$ cat config.mk
export PLATFORM = sky130hd
export DESIGN_NAME = wb_stage_pipe
export DESIGN_NICKNAME = d
export VERILOG_FILES = /design/src/rtl/wb_stage_pipe.sv
export SDC_FILE = /design/constraint.sdc
export NUM_CORES = 1
export LEC_CHECK = 0
export ABC_AREA = 1
export BUFFER_PORTS_ARGS = -buffer_cell sky130_fd_sc_hd__buf_2
export CORE_ASPECT_RATIO = 1.1
export CORE_MARGIN = 2
export CORE_UTILIZATION = 55
export CTS_BUF_LIST = sky130_fd_sc_hd__clkbuf_16
export CTS_CLUSTER_DIAMETER = 50
export DETAILED_ROUTE_END_ITERATION = 6
export GPL_ROUTABILITY_DRIVEN = 0
export PLACE_DENSITY_LB_ADDON = 0.08
export SLEW_MARGIN = 15
export SYNTH_ARGS = -nofsm -noshare
export SYNTH_HDL_FRONTEND = slang
export SYNTH_SLANG_ARGS = --single-unit
$ cat constraint.sdc
create_clock -name clk -period 5.5 [get_ports clk]
set_input_delay 1.375 -clock clk [delete_from_list [all_inputs] [get_ports clk]]
set_output_delay 1.375 -clock clk [all_outputs]
set_load 0.05 [all_outputs]
$ cat src/rtl/wb_stage_pipe.sv
// Registered MEM/WB write-back stage: holds one entry, selects the result source,
// extracts load data, waits for late load responses with a timeout, counts retires.
module wb_stage_pipe #(
  parameter int XLEN       = 32,
  parameter int REG_AW     = 5,
  parameter int LD_TIMEOUT = 16,
  parameter int CNT_W      = 64
) (
  input  logic              clk,
  input  logic              rst_n,
  input  logic              in_valid,
  output logic              in_ready,
  input  logic [1:0]        in_wb_sel,
  input  logic              in_wb_en,
  input  logic [REG_AW-1:0] in_rd,
  input  logic [XLEN-1:0]   in_opr_res,
  input  logic [XLEN-1:0]   in_pc4,
  input  logic [XLEN-1:0]   in_csr_rd,
  input  logic [2:0]        in_funct3,
  input  logic              dmem_rvalid,
  input  logic [XLEN-1:0]   dmem_rdata,
  input  logic              flush,
  output logic              rf_we,
  output logic [REG_AW-1:0] rf_waddr,
  output logic [XLEN-1:0]   rf_wdata,
  output logic              load_err,
  output logic              busy,
  output logic [CNT_W-1:0]  instret
);

  localparam int TW = $clog2(LD_TIMEOUT + 1);

  typedef enum logic [1:0] {EMPTY, HOLD, WAIT_LD} state_t;

  state_t              state;
  logic [TW-1:0]       timer;
  logic                h_wb_en;
  logic [REG_AW-1:0]   h_rd;
  logic [XLEN-1:0]     h_data;
  logic [1:0]          h_addr;
  logic [2:0]          h_f3;

  logic                commit;
  logic                timeout;
  logic                accept;
  logic [XLEN-1:0]     sel_data;
  logic [XLEN-1:0]     ld_data;

  function automatic logic [XLEN-1:0] extract(input logic [XLEN-1:0] w,
                                              input logic [1:0] a,
                                              input logic [2:0] f3);
    logic [7:0]  b;
    logic [15:0] h;
    logic [31:0] wd;
    case (a)
      2'd0:    b = w[7:0];
      2'd1:    b = w[15:8];
      2'd2:    b = w[23:16];
      default: b = w[31:24];
    endcase
    h  = a[1] ? w[31:16] : w[15:0];
    wd = w[31:0];
    case (f3)
      3'b000:  extract = XLEN'($signed(b));
      3'b001:  extract = XLEN'($signed(h));
      3'b010:  extract = XLEN'($signed(wd));
      3'b100:  extract = XLEN'(b);
      3'b101:  extract = XLEN'(h);
      default: extract = '0;
    endcase
  endfunction

  // Flush dominates everything; rvalid in the last wait cycle beats the timeout.
  always_comb begin
    commit   = !flush && ((state == HOLD) || (state == WAIT_LD && dmem_rvalid));
    timeout  = !flush && (state == WAIT_LD) && !dmem_rvalid &&
               (timer == TW'(LD_TIMEOUT - 1));
    in_ready = (state == EMPTY) || commit || timeout || flush;
    accept   = in_valid && in_ready && !flush;
    ld_data  = extract(dmem_rdata, h_addr, h_f3);
    case (in_wb_sel)
      2'b10:   sel_data = in_pc4;
      2'b11:   sel_data = in_csr_rd;
      default: sel_data = in_opr_res;
    endcase
    rf_we    = commit && h_wb_en && (h_rd != '0);
    rf_waddr = rf_we ? h_rd : '0;
    rf_wdata = '0;
    if (rf_we) rf_wdata = (state == WAIT_LD) ? ld_data : h_data;
    load_err = timeout;
    busy     = (state == WAIT_LD);
  end

  always_ff @(posedge clk or negedge rst_n) begin
    if (!rst_n) begin
      state   <= EMPTY;
      timer   <= '0;
      h_wb_en <= 1'b0;
      h_rd    <= '0;
      h_data  <= '0;
      h_addr  <= '0;
      h_f3    <= '0;
      instret <= '0;
    end else begin
      if (commit) instret <= instret + CNT_W'(1);
      if (accept) begin
        state   <= (in_wb_sel == 2'b01) ? WAIT_LD : HOLD;
        timer   <= '0;
        h_wb_en <= in_wb_en;
        h_rd    <= in_rd;
        h_data  <= sel_data;
        h_addr  <= in_opr_res[1:0];
        h_f3    <= in_funct3;
      end else if (flush || commit || timeout) begin
        state <= EMPTY;
      end else if (state == WAIT_LD) begin
        timer <= timer + TW'(1);
      end
    end
  end

endmodule
==> results.md <==
- Tot GR Track Use: 34.2%
- Die area: 14,700 µm²
- Biggest area consumer among synthesized cells: dfrtp_1
- CP arrival: 3.27 ns
- Final Max Slew Viols: 0
- Clock skew: 0.00864 ns
- Final setup margin: 0.851 ns
- Share of cells above drive strength 1: 22.3%
- Distinct cells, synth: 33
- Worst-Skew Late Latency: 0.41 ns
- Ys async rst share: 100%
- Lkg Pwr: 4.88 nW
- Max Freq: 215 MHz
- Horiz. Die Dim: 116 µm
- Post-synthesis instance total: 1,127
- Worst slack, placed: 0.961 ns
- Synth top area cells: dfrtp_1 (38%), nand2_1 (18%), nor2_1 (7.8%)
- Chip height: 127 µm
- Flops & latches, synth: 114
- CP Max Fanout: 24
- RSZ-0062 raised after global routing: no
- Clock root buffer: clkbuf_16
- CP endpoint kind: primary output
- Worst-Margin Slew: 1.14 ns
- HP Class: reg -> reg
- Final Hold Fails: 0
- Top cells by count, synth: nand2_1 (362), nor2_1 (157), dfrtp_1 (114), inv_1 (96), nand3_1 (72)
- Core Area: 13,300 µm²
- Initial Util: 56.8%
- Power Dens Cells: 275 nW/µm²
- # Post-CTS Setup Buffers: 0
- Fin crit period: 4.65 ns
- GR Overflow Total: 0
- Num Clock Sinks: 114
- Initial antenna violation count: 0
- Antenna viol nets, final: 0
- Register area share after synthesis: 37.7%
- Initial DRC Count: 828
- Top-area cell type share of the netlist area: 37.7%
- Avg Inst Size Synth: 6.72 µm²
- Synth Flop Type: dfrtp_1
- Layout net count: 1,507
- Slew margin rel.: 24.0%
- Vias in the first global route: 8,141
- Global-route wire length before repair: 39,300 µm
- Most frequent cell after synthesis: nand2_1
- Resized Gates After CTS: 0
- Maximum buffer depth of the clock tree: 2
- Total number of vias: 8,573
- Critical path cell sequence: buf_2 -> inv_1 -> o21ai_0 -> nand2_1 -> o21ai_0 -> nand2_1 -> nand3_1 -> nand2_1 -> a21oi_1 -> buf_2
- Pin count of the biggest net entering global routing: 81
- Maxcap violations: 0
- Hold Buf Count CTS: 0
- Ports: 249
- VDD IR-drop max: 358 µV
- Net count after synthesis: 1,274
- Via density: 5.51
- Crit path kind: in -> out
- Slowest cell delay on critical path: 0.55 ns
- DR DRC count: 0
- Num CTS Buffers: 17
- Final setup vio count: 0
- Req. time, crit path: 4.12 ns
- Mapped Area: 7570 µm²
- Layout area overhead: 24.6%
- Post-DP Area: 8900 µm²
- Total chip power: 0.00259 W
- Standard-cell rows: 44
- Setup tns final: 0 ns
- Status: finished clean
- Crit path top cell by count: nand2_1
- Post-synth EDFFs: 0
- I/O Buffers: 248
- Antenna diodes: 0
- Clk slew on worst S/H paths: 0.05 ns
- Setup crit start kind: input port
- Worst path slowest cell: nand2_1
- CTS tree: done
- Final wirelength: 24,700 µm
- Routed WL per cell: 15.9 µm
- Finished layout cell area: 9430 µm²
- Pre-antenna DRT Iters: 6
- DP HPWL: 18,600 µm
- Ys Warns: 0
- H-tree depth: 4
- Final Cycle Share: 84.5%
-- cell type report --
| type | instances | area (µm²) |
|---|---|---|
| repair buffers | 252 | 1270 |
| clock buffers | 17 | 425 |
| clock inverters | 13 | 106 |
| fillers | 1224 | 3890 |
| flip-flops and latches | 114 | 2850 |
| multi-input cells | 875 | 4170 |
| inverters | 100 | 375 |
| well taps | 184 | 230 |
-- kinds of logic after synthesis --
logic type	Yosys count	synth area share (%)
adders and majority gates	3	0.496
AOI/OAI and AO/OA	178	13.8
and+or+nand+nor	657	36.5
xor gates and xnor gates	37	4.28
DFF	114	37.7
buffers and inverters	138	7.27
-- per-stage QoR --
stage / hold slack [ns] / util (%) / std cells
global placement: 0.466 / 66.8 / 1525
CTS: 0.487 / 70.8 / 1555
finish: 0.482 / 70.8 / 1555
global route: 0.506 / 70.8 / 1555
detailed placement: 0.474 / 66.8 / 1525
floorplan: 0.453 / - / 1127
-- layout by cell type, fill, tap and decap left out, types with 13 or more instances in the layout --
master and n:
nand2_1 362, buf_2 247, nor2_1 156, dfrtp_1 114, inv_1 100, nand3_1 72, o21ai_0 70, a21oi_1 66
a22o_1 30, nand4_1 24, xor2_1 20, xnor2_1 17, clkbuf_16 17, nor3_1 13
-- layer usage --
| layer | up-vias | track usage (%) | wire, µm |
|---|---|---|---|
| met5 | - | 0 | 0 |
| li1 | 4130 | - | - |
| met3 | 99 | 7.45 | 1860 |
| met1 | 3951 | 40.6 | 9610 |
| met4 | 0 | 19.3 | 1340 |
| met2 | 393 | 57.0 | 11900 |
-- power breakdown --
part | leakage [nW] | switching [W] | internal [W]
sequential | 1.50 | 0.0000699 | 0.000915
clock | 0.279 | 0.000360 | 0.000643
combinational | 3.11 | 0.000418 | 0.000183
-- final timing paths --
path | startpoint | end | slack, ns | depth (start not counted)
max | dmem_rdata[7] | rf_wdata[14] | 0.85 | 10
min | h_data[31] | h_data[31] | 0.48 | 2
max reg2reg | state[1] | h_data[10] | 2.60 | 8
min reg2reg | h_data[31] | h_data[31] | 0.48 | 2
max in group asynchronous | rst_n | h_data[12] | 3.33 | 2
min in group asynchronous | rst_n | instret[7] | 1.10 | 1
-- critical path, delay by kind of cell --
family / cells / cell delay (ns)
AND/OR/NAND/NOR: 4 / 0.97
buffers and inverters: 3 / 0.41
AO/OA/AOI/OAI: 3 / 0.51
-- sequential cells by signal, summed over array words and instances, names as in the netlist --
signal / cells
state: 2
h_f3: 3
h_data: 32
timer: 5
h_addr: 2
instret: 64
h_rd: 5
h_wb_en: 1
Power figures use the tool's default switching activity.
